$ cat src/rtl/ifetch_prefetch_queue.sv
// ifetch_prefetch_queue: instruction-fetch front end feeding the IF/ID register.
// Issues sequential word fetches and tags each one with its address. In-order
// responses are buffered in a DEPTH-entry FIFO and presented as
// {instruction, pc+4}. A redirect flushes the FIFO and drains in-flight
// responses before fetching resumes at the new target.
// Optional build macro: IFQ_PERF_CNT_EN adds the perf_starve/perf_drop counters.
module ifetch_prefetch_queue #(
   parameter int          DEPTH    = 4,
   parameter logic [31:0] RESET_PC = 32'h0000_0000
) (
   input  logic        clk,
   input  logic        reset,
   output logic        imem_req,
   output logic [31:0] imem_addr,
   input  logic        imem_gnt,
   input  logic        imem_rvalid,
   input  logic [31:0] imem_rdata,
   input  logic        redirect,
   input  logic [31:0] redirect_addr,
   input  logic        stall,
   output logic        out_valid,
   output logic [31:0] out_instr,
   output logic [31:0] out_pc_plus4
`ifdef IFQ_PERF_CNT_EN
   ,
   output logic [31:0] perf_starve,
   output logic [15:0] perf_drop
`endif
);

   localparam int PW  = (DEPTH > 1) ? $clog2(DEPTH) : 1;
   localparam int CW  = PW + 1;
   localparam int CW1 = CW + 1;
   localparam logic [CW:0] DEPTH_L = CW1'(DEPTH);

   typedef enum logic [1:0] {S_BOOT, S_FETCH, S_FLUSH} state_e;

   state_e          state_q, state_d;
   logic [31:0]     fetch_pc_q, fetch_pc_d;
   logic [CW-1:0]   out_q, out_d;          // requests granted but not yet answered
   logic [CW-1:0]   count_q, count_d;      // FIFO occupancy
   logic [PW-1:0]   wr_ptr_q, wr_ptr_d;
   logic [PW-1:0]   rd_ptr_q, rd_ptr_d;
   logic [PW-1:0]   tag_wr_q, tag_wr_d;
   logic [PW-1:0]   tag_rd_q, tag_rd_d;

   logic [31:0]     instr_mem [DEPTH];
   logic [31:0]     pc4_mem   [DEPTH];
   logic [31:0]     tag_mem   [DEPTH];     // issued addresses, oldest at tag_rd_q

   logic            xfer;
   logic            resp_ok;
   logic            redir_act;
   logic            drop;
   logic            push;
   logic            pop;
   logic [CW:0]     inflight;

   // A response is only meaningful while something is outstanding; a stray
   // rvalid with nothing in flight is ignored entirely.
   assign xfer      = imem_req & imem_gnt;
   assign resp_ok   = imem_rvalid & (out_q != '0);
   assign redir_act = redirect & (state_q != S_BOOT);
   assign drop      = resp_ok & (redir_act | (state_q == S_FLUSH));
   assign push      = resp_ok & ~drop & (state_q == S_FETCH);
   assign pop       = out_valid & ~stall & ~redir_act;
   assign inflight  = {1'b0, count_q} + {1'b0, out_q};

   assign out_valid    = (count_q != '0);
   assign out_instr    = out_valid ? instr_mem[rd_ptr_q] : 32'h0;
   assign out_pc_plus4 = out_valid ? pc4_mem[rd_ptr_q]   : 32'h0;
   assign imem_addr    = fetch_pc_q;

   // FSM state register
   always_ff @(posedge clk or negedge reset) begin
      if (!reset) state_q <= S_BOOT;
      else        state_q <= state_d;
   end

   // FSM next-state: a redirect only enters S_FLUSH if responses remain to drain
   always_comb begin
      state_d = state_q;
      unique case (state_q)
         S_BOOT:  state_d = S_FETCH;
         S_FETCH: if (redirect) state_d = (out_d != '0) ? S_FLUSH : S_FETCH;
         S_FLUSH: if (out_d == '0) state_d = S_FETCH;
         default: state_d = S_BOOT;
      endcase
   end

   // FSM outputs: request only while the credit (FIFO + in-flight) allows
   always_comb begin
      imem_req = (state_q == S_FETCH) && (inflight < DEPTH_L);
   end

   // Next-state of fetch PC, credit counter, tag queue and FIFO pointers
   always_comb begin
      fetch_pc_d = fetch_pc_q;
      if (redirect)  fetch_pc_d = redirect_addr & 32'hFFFF_FFFC;
      else if (xfer) fetch_pc_d = fetch_pc_q + 32'd4;

      out_d    = out_q + CW'(xfer) - CW'(resp_ok);
      tag_wr_d = xfer    ? tag_wr_q + 1'b1 : tag_wr_q;
      tag_rd_d = resp_ok ? tag_rd_q + 1'b1 : tag_rd_q;

      if (redir_act) begin
         count_d  = '0;
         wr_ptr_d = '0;
         rd_ptr_d = '0;
      end else begin
         count_d  = count_q + CW'(push) - CW'(pop);
         wr_ptr_d = push ? wr_ptr_q + 1'b1 : wr_ptr_q;
         rd_ptr_d = pop  ? rd_ptr_q + 1'b1 : rd_ptr_q;
      end
   end

   // Control registers
   always_ff @(posedge clk or negedge reset) begin
      if (!reset) begin
         fetch_pc_q <= RESET_PC;
         out_q      <= '0;
         count_q    <= '0;
         wr_ptr_q   <= '0;
         rd_ptr_q   <= '0;
         tag_wr_q   <= '0;
         tag_rd_q   <= '0;
      end else begin
         fetch_pc_q <= fetch_pc_d;
         out_q      <= out_d;
         count_q    <= count_d;
         wr_ptr_q   <= wr_ptr_d;
         rd_ptr_q   <= rd_ptr_d;
         tag_wr_q   <= tag_wr_d;
         tag_rd_q   <= tag_rd_d;
      end
   end

   // Storage: address tags on grant, {instr, pc+4} on an accepted response
   always_ff @(posedge clk) begin
      if (xfer) tag_mem[tag_wr_q] <= fetch_pc_q;
      if (push) begin
         instr_mem[wr_ptr_q] <= imem_rdata;
         pc4_mem[wr_ptr_q]   <= tag_mem[tag_rd_q] + 32'd4;
      end
   end

`ifdef IFQ_PERF_CNT_EN
   logic [31:0] perf_starve_q;
   logic [15:0] perf_drop_q;

   // Saturating counters: starved cycles after boot, and dropped responses
   always_ff @(posedge clk or negedge reset) begin
      if (!reset) begin
         perf_starve_q <= '0;
         perf_drop_q   <= '0;
      end else begin
         if ((state_q != S_BOOT) && !out_valid && (perf_starve_q != 32'hFFFF_FFFF))
            perf_starve_q <= perf_starve_q + 32'd1;
         if (drop && (perf_drop_q != 16'hFFFF))
            perf_drop_q <= perf_drop_q + 16'd1;
      end
   end

   assign perf_starve = perf_starve_q;
   assign perf_drop   = perf_drop_q;
`endif

endmodule
$ cat config.mk
export PLATFORM = sky130hd
export DESIGN_NAME = ifetch_prefetch_queue
export DESIGN_NICKNAME = d
export VERILOG_FILES = /design/src/rtl/ifetch_prefetch_queue.sv
export SDC_FILE = /design/constraint.sdc
export NUM_CORES = 1
export LEC_CHECK = 0
export CAP_MARGIN = 30
export CORE_AREA = 2 2 170 172
export CTS_CLUSTER_SIZE = 12
export DETAILED_ROUTE_END_ITERATION = 10
export DIE_AREA = 0 0 172 174
export GPL_TIMING_DRIVEN = 1
export PLACE_DENSITY = 0.84
export SLEW_MARGIN = 15
export SYNTH_ARGS = -nofsm -noshare
export SYNTH_HDL_FRONTEND = slang
export SYNTH_SLANG_ARGS = --single-unit
$ cat constraint.sdc
create_clock -name clk -period 5.15 [get_ports clk]
set_clock_uncertainty 0.1 [all_clocks]
set_input_delay 1.2875 -clock clk [delete_from_list [all_inputs] [get_ports clk]]
set_output_delay 1.2875 -clock clk [all_outputs]
set_load 0.01 [all_outputs]
Word level (Yosys, flattened, before mapping)
Memory sizes are Yosys's and may differ from the RTL's. Index checks and enable logic that the tools add are counted.

Register bits: 48. RAM bits: 384. Bits of input ports: 70. Output and inout port bits: 98. Word-level logic and storage cells: 67. Memories: 3.

Add/sub/neg operators: 11. Magnitude comparators: 1. Equal/unequal tests: 4. Multiplexer cells: 17. Bitwise gates (word level): 12. Reductions and logical operators: 11.

Memories: instr_mem (words 4, bits a word 32, read ports 1, clocked after Yosys merged registers in 0, write ports 1, RTL line 47) `logic [31:0] instr_mem [DEPTH];`; pc4_mem (words 4, bits a word 32, read ports 1, clocked after Yosys merged registers in 0, write ports 1, RTL line 48) `logic [31:0] pc4_mem [DEPTH];`; tag_mem (words 4, bits a word 32, read ports 1, clocked after Yosys merged registers in 0, write ports 1, RTL line 49) `logic [31:0] tag_mem [DEPTH];`.

Operators by type and width (number): 32-bit 2-to-1 mux (4); 32-bit by 3-bit adder with 32-bit output (second input constant) (2); 2-bit 2-to-1 mux (7); 3-bit nonzero test (3); 2-bit by 1-bit adder with 2-bit output (second input constant) (4); 1-bit AND (8); 2-bit nonzero test (4); 3-bit by 1-bit adder with 3-bit output (2); 2-bit case mux with 3 select lines (1); 3-bit by 1-bit subtractor with 3-bit output (2); 3-bit by 3-bit adder with 4-bit output (1); 4-bit by 3-bit < comparator with 1-bit output (second input constant) (1); 1-bit 2-to-1 mux (4); 3-bit zero test (1); 3-bit 2-to-1 mux (1); 1-bit NOT (3); 2-bit by 1-bit == test with 1-bit output (second input constant) (1); 2-bit == test (second input constant) (1); 2-bit zero test (1); 2-bit by 1-bit inequality test with 1-bit output (second input constant) (1); 2-bit inequality test (second input constant) (1); 2-bit AND reduction (1); 1-bit logical AND (1); 1-bit OR (1).

Depth between registers and ports, before layout
Word-level depth: 10. Depth in mapped cells: 14. Mapped depth without buffers: 12.

Least setup slack after synthesis
OpenSTA, ideal clock, no wires.

Path kind: input port to flip-flop. Start: input imem_rvalid. End: memory instr_mem[0][0] (enable). Library setup time: 0.426 ns. Arrival time: 3.425 ns. Data required time: 4.624 ns. Setup slack: 1.198 ns. Stages: 3. Buffers on the path: 0. Cells stage by stage: o31ai_1 -> nor3_1 -> and2_1.

Cells in the longest elaborated chain, start to end: 7.

Ends and longest elaborated chain: from (decl) (RTL line 16) `input logic imem_rvalid,`; 1-bit AND (*) (RTL line 62) `assign resp_ok = imem_rvalid & (out_q != '0);`; 1-bit AND (RTL line 64) `assign drop = resp_ok & (redir_act | (state_q == S_FLUSH));`; 1-bit NOT (RTL line 65) `assign push = resp_ok & ~drop & (state_q == S_FETCH);`; 1-bit AND (*) (2 in series) (RTL line 65); 1-bit 2-to-1 mux (*) (RTL line 141) `if (push) begin`; 1-bit 2-to-1 mux (implied by the code) (*) (RTL line 142) `instr_mem[wr_ptr_q] <= imem_rdata;`; to (decl) (RTL line 47).

Every way passes the cells marked *; elsewhere a longest branch is shown, timed or not.

Worst setup path in the final report
Start: register rd_ptr_q[0]. End: output out_pc_plus4[23].

Cells in the longest elaborated chain, start to end: 2.

Ends and longest elaborated chain: from (decl) (RTL line 43) `logic [PW-1:0] rd_ptr_q, rd_ptr_d;`; from (signal assigned) (RTL line 132) `rd_ptr_q <= rd_ptr_d;`; memory read 4 x 32 bit; 32-bit 2-to-1 mux (RTL line 71) `assign out_pc_plus4 = out_valid ? pc4_mem[rd_ptr_q] : 32'h0;`; to (decl) (RTL line 23) `output logic [31:0] out_pc_plus4`.

Every way passes these cells.

==> impl_metrics.yaml <==
place:
  place_congestion: 0.827
  post-dp-hpwl_um: 20500
  numPortBuffers: 161
  detailed_place.area_um2: 19000
timing:
  layout_min_cycle_time_ps: 4410
  relSlewSlack_pct: 38.1
  timing.setup.tns_ps: 0
  final_count_of_pins_violating_max_slew: 0
  max_freq_mhz: 227
  max_slew.worst_pin.slew_ps: 929
  report.final.setup_viol: 0
  hold_viol: 0
  fraction_of_the_cycle_the_final_worst_path_needs_pct: 85.7
  setup_repair_after_global_routing_missed_its_margin: "no"
final_layout:
  antenna-diode-count: 0
  fillCellCount: 1687
  final_cell_mix: "sky130_fd_sc_hd__edfxtp_1 (368), sky130_fd_sc_hd__clkdlybuf4s50_1 (160), sky130_fd_sc_hd__mux4_2 (92), sky130_fd_sc_hd__nor2b_1 (64), sky130_fd_sc_hd__nand2_1 (52)"
  nNetsFinal: 1197
  layout_commonest_cell: "sky130_fd_sc_hd__edfxtp_1"
  postLayoutCellArea_um2: 20300
  fraction_of_final_layout_cells_with_drive_strength_greater_than_1_pct: 15.7
  ff_latch_area_um2: 12200
  layout-area-overhead-vs-synth_pct: 20.2
  multi_input_comb_area_um2: 4460
worst_setup_path:
  worstRegToRegCells: 6
  critical_path_required_ps: 3760
  worstPathCellList: "buf_4 -> mux4_2 -> nor2b_1 -> clkdlybuf4s50_1"
  startpoint_type: "register"
  worst-r2r-setup-slack_ps: 1700
  crit_slowest_cell: "sky130_fd_sc_hd__dfrtp_4"
  worstReg2RegEnd: "pc4_mem[1][16]"
  path_max_fanout: 34
  critPathCaptureType: "primary output"
  critical_path_arrival_ps: 3020
  max_stage_delay_ps: 890
  worst_reg2reg_path_startpoint: "tag_rd_q[1]"
  critical_path_class: "register to primary output"
global_route:
  grt_antenna_before_repair: 1
  grt_pass1_wl_um: 52000
  globalRouteOverflowTotal: 0
  groute.usage.overall_pct: 23.0
  grt_start_max_net_pins: 66
  grt_pass1_vias: 9154
die:
  floorplan.initialDensity_pct: 59.9
  ioPinCount: 168
  design.die.area_um2: 29900
  die_h_um: 174
  core_area_um2: 28200
  row_count: 62
  die_width_um: 172
min_path:
  min_path_type: "register to register"
  min_delay_worst_endpoint: "state_q[0]"
  hold_start: "state_q[0]"
  hold_depth: 1
drt:
  avgViaCountPerCell: 5.88
  wl_per_instance_um: 22.0
  route.vias.total: 8952
  postRouteAntennaNets: 0
  totalWireLength_um: 33400
  drtIter0Drc: 872
  post_route_drc: 0
  first_pass_iters: 7
cts:
  htree_levels: 2
  clock-root-buffer: "sky130_fd_sc_hd__clkbuf_16"
  insertion_delay_ps: 540
  tritoncts: "yes"
  ctsResizeCount: 0
  postCtsSetupBuffers: 0
  worst_setup_hold_path_clk_slew_ps: 60
  cts_max_path_buffers: 3
  cts_sinks: 414
  cts_buffers: 42
  cts_hold_buffers: 0
power_and_ir_drop:
  share_seq_of_total_power_pct: 43.4
  power.net_switching_w: 0.00291
  cell_internal_pwr_w: 0.00735
  clock_power_share_pct: 27.9
  power.combinational.fraction_pct: 28.7
  static-leakage-power_nw: 6.66
  cellPowerDensity_nw_per_um2: 504
  swShare_pct: 28.4
  largest_voltage_drop_on_the_vdd_net_uv: 241
outcome:
  status: "complete, no violations"
logic_synthesis:
  number_of_warnings_issued_by_yosys: 0
  synth-seq-cells: 414
  ys_types: 45
  synth.area.top_cells: "sky130_fd_sc_hd__edfxtp_1 (65%), sky130_fd_sc_hd__mux4_2 (12%), sky130_fd_sc_hd__dfrtp_1 (6.8%), sky130_fd_sc_hd__xnor2_1 (2.5%), sky130_fd_sc_hd__nor2b_1 (2.4%)"
  synth.top_cell.area_share_pct: 65.3
  ys_seq_area_share_pct: 72.1
  synthesis.area_um2: 16900
  syn-mean-instance-area_um2: 18.2
  postSynthCellCount: 930
  synth_largest_area_cell: "sky130_fd_sc_hd__edfxtp_1"
flow_run:
  maxCapViolations: 0
[cells in the mapped netlist (all sizes together)]
library cell and instances:
o31ai 2, ha 16, fa 2, or3 5, nor4 16, nor2b 64, nand3 21, dfrtp 46
and3 13, clkbuf 27, conb 1, o21ai 25, o211ai 3, and3b 1, clkinv 1, and2 10
nor4b 2, xor2 11, inv 21, o21a 3, and4 2, mux2i 3, nand2b 3, nor2 15
xnor2 48, nor3 10, buf 19, or4b 1, nand4 12, o31a 2, nand4b 2, and4b 2
edfxtp 368, a31oi 4, mux4 92, or4 5, nand2 52
[power by group through the flow]
stage               logic [W]  registers (W)  clock network (W)
global placement      0.00286        0.00450                  0
global route          0.00319        0.00450            0.00303
CTS                   0.00298        0.00446            0.00290
detailed placement    0.00295        0.00452                  0
floorplan             0.00191        0.00433                  0
finish                0.00294        0.00445            0.00286
[worst max-delay path: cells and delay by family (launching register included)]
kind | cells | cell delay, ps
AND/OR/NAND/NOR | 1 | 180
flip-flops | 1 | 890
buffers and inverters | 2 | 890
multiplexers | 1 | 510
[worst max path at each step]
| stage | cells after the start | from | to | slack (ps) |
|---|---|---|---|---|
| 2_1_floorplan | 3 | imem_rvalid | instr_mem[0][0] | 1200 |
| 3_3_place_gp | 11 | imem_gnt | state_q[0] | 1090 |
| 3_5_place_dp | 11 | imem_gnt | state_q[0] | 1060 |
| 4_1_cts | 4 | rd_ptr_q[0] | out_pc_plus4[23] | 670 |
| 5_1_grt | 4 | rd_ptr_q[0] | out_pc_plus4[23] | 590 |
| 6_report | 4 | rd_ptr_q[0] | out_pc_plus4[23] | 740 |
[cells by family after synthesis]
kind of cell / Yosys count / share of synthesized area, %
buf+inv: 68 / 1.74
compound gates: 39 / 1.35
fa+ha+maj: 18 / 1.42
simple gates: 236 / 7.92
mux: 95 / 12.4
flops: 414 / 72.1
xor+xnor: 59 / 3.05
other cells: 1 / 0.0222
[routing by layer]
metal / vias to the layer above / global-route usage, % / part of all wire, %
met3: 57 / 3.69 / 6.9
met5: - / 0 / 0.033
met4: 2 / 6.86 / 2.5
met2: 359 / 37.9 / 49
li1: 3979 / - / -
met1: 4555 / 32.2 / 41
[registers in the layout, indices dropped and copies added, names as in the netlist]
name       count
tag_wr_q       2
count_q        3
tag_rd_q       2
out_q          3
instr_mem    128
imem_addr     30
wr_ptr_q       2
pc4_mem      120
state_q        2
rd_ptr_q       2
tag_mem      120
[area by class of cell]
type | instances | area share, %
timing repair buffer | 178 | 8.95
sequential | 414 | 60.0
multi-input combinational | 451 | 21.9
inverter | 22 | 0.406
clock buffer | 65 | 5.84
tap | 384 | 2.36
clock inverter | 8 | 0.541
[per-stage QoR]
step                      cells  worst slack (ps)  util [%]  power [W]  hold WS, ps
after CTS                  1522               669      72.1     0.0103          454
after floorplan             933              1200         -    0.00623          408
after global routing       1522               585      72.1     0.0107          501
after detailed placement   1449              1060      67.5    0.00747          446
after global placement     1448              1090      67.4    0.00736          427
final                      1522               739      72.1     0.0103          470
Power figures use the tool's default switching activity.
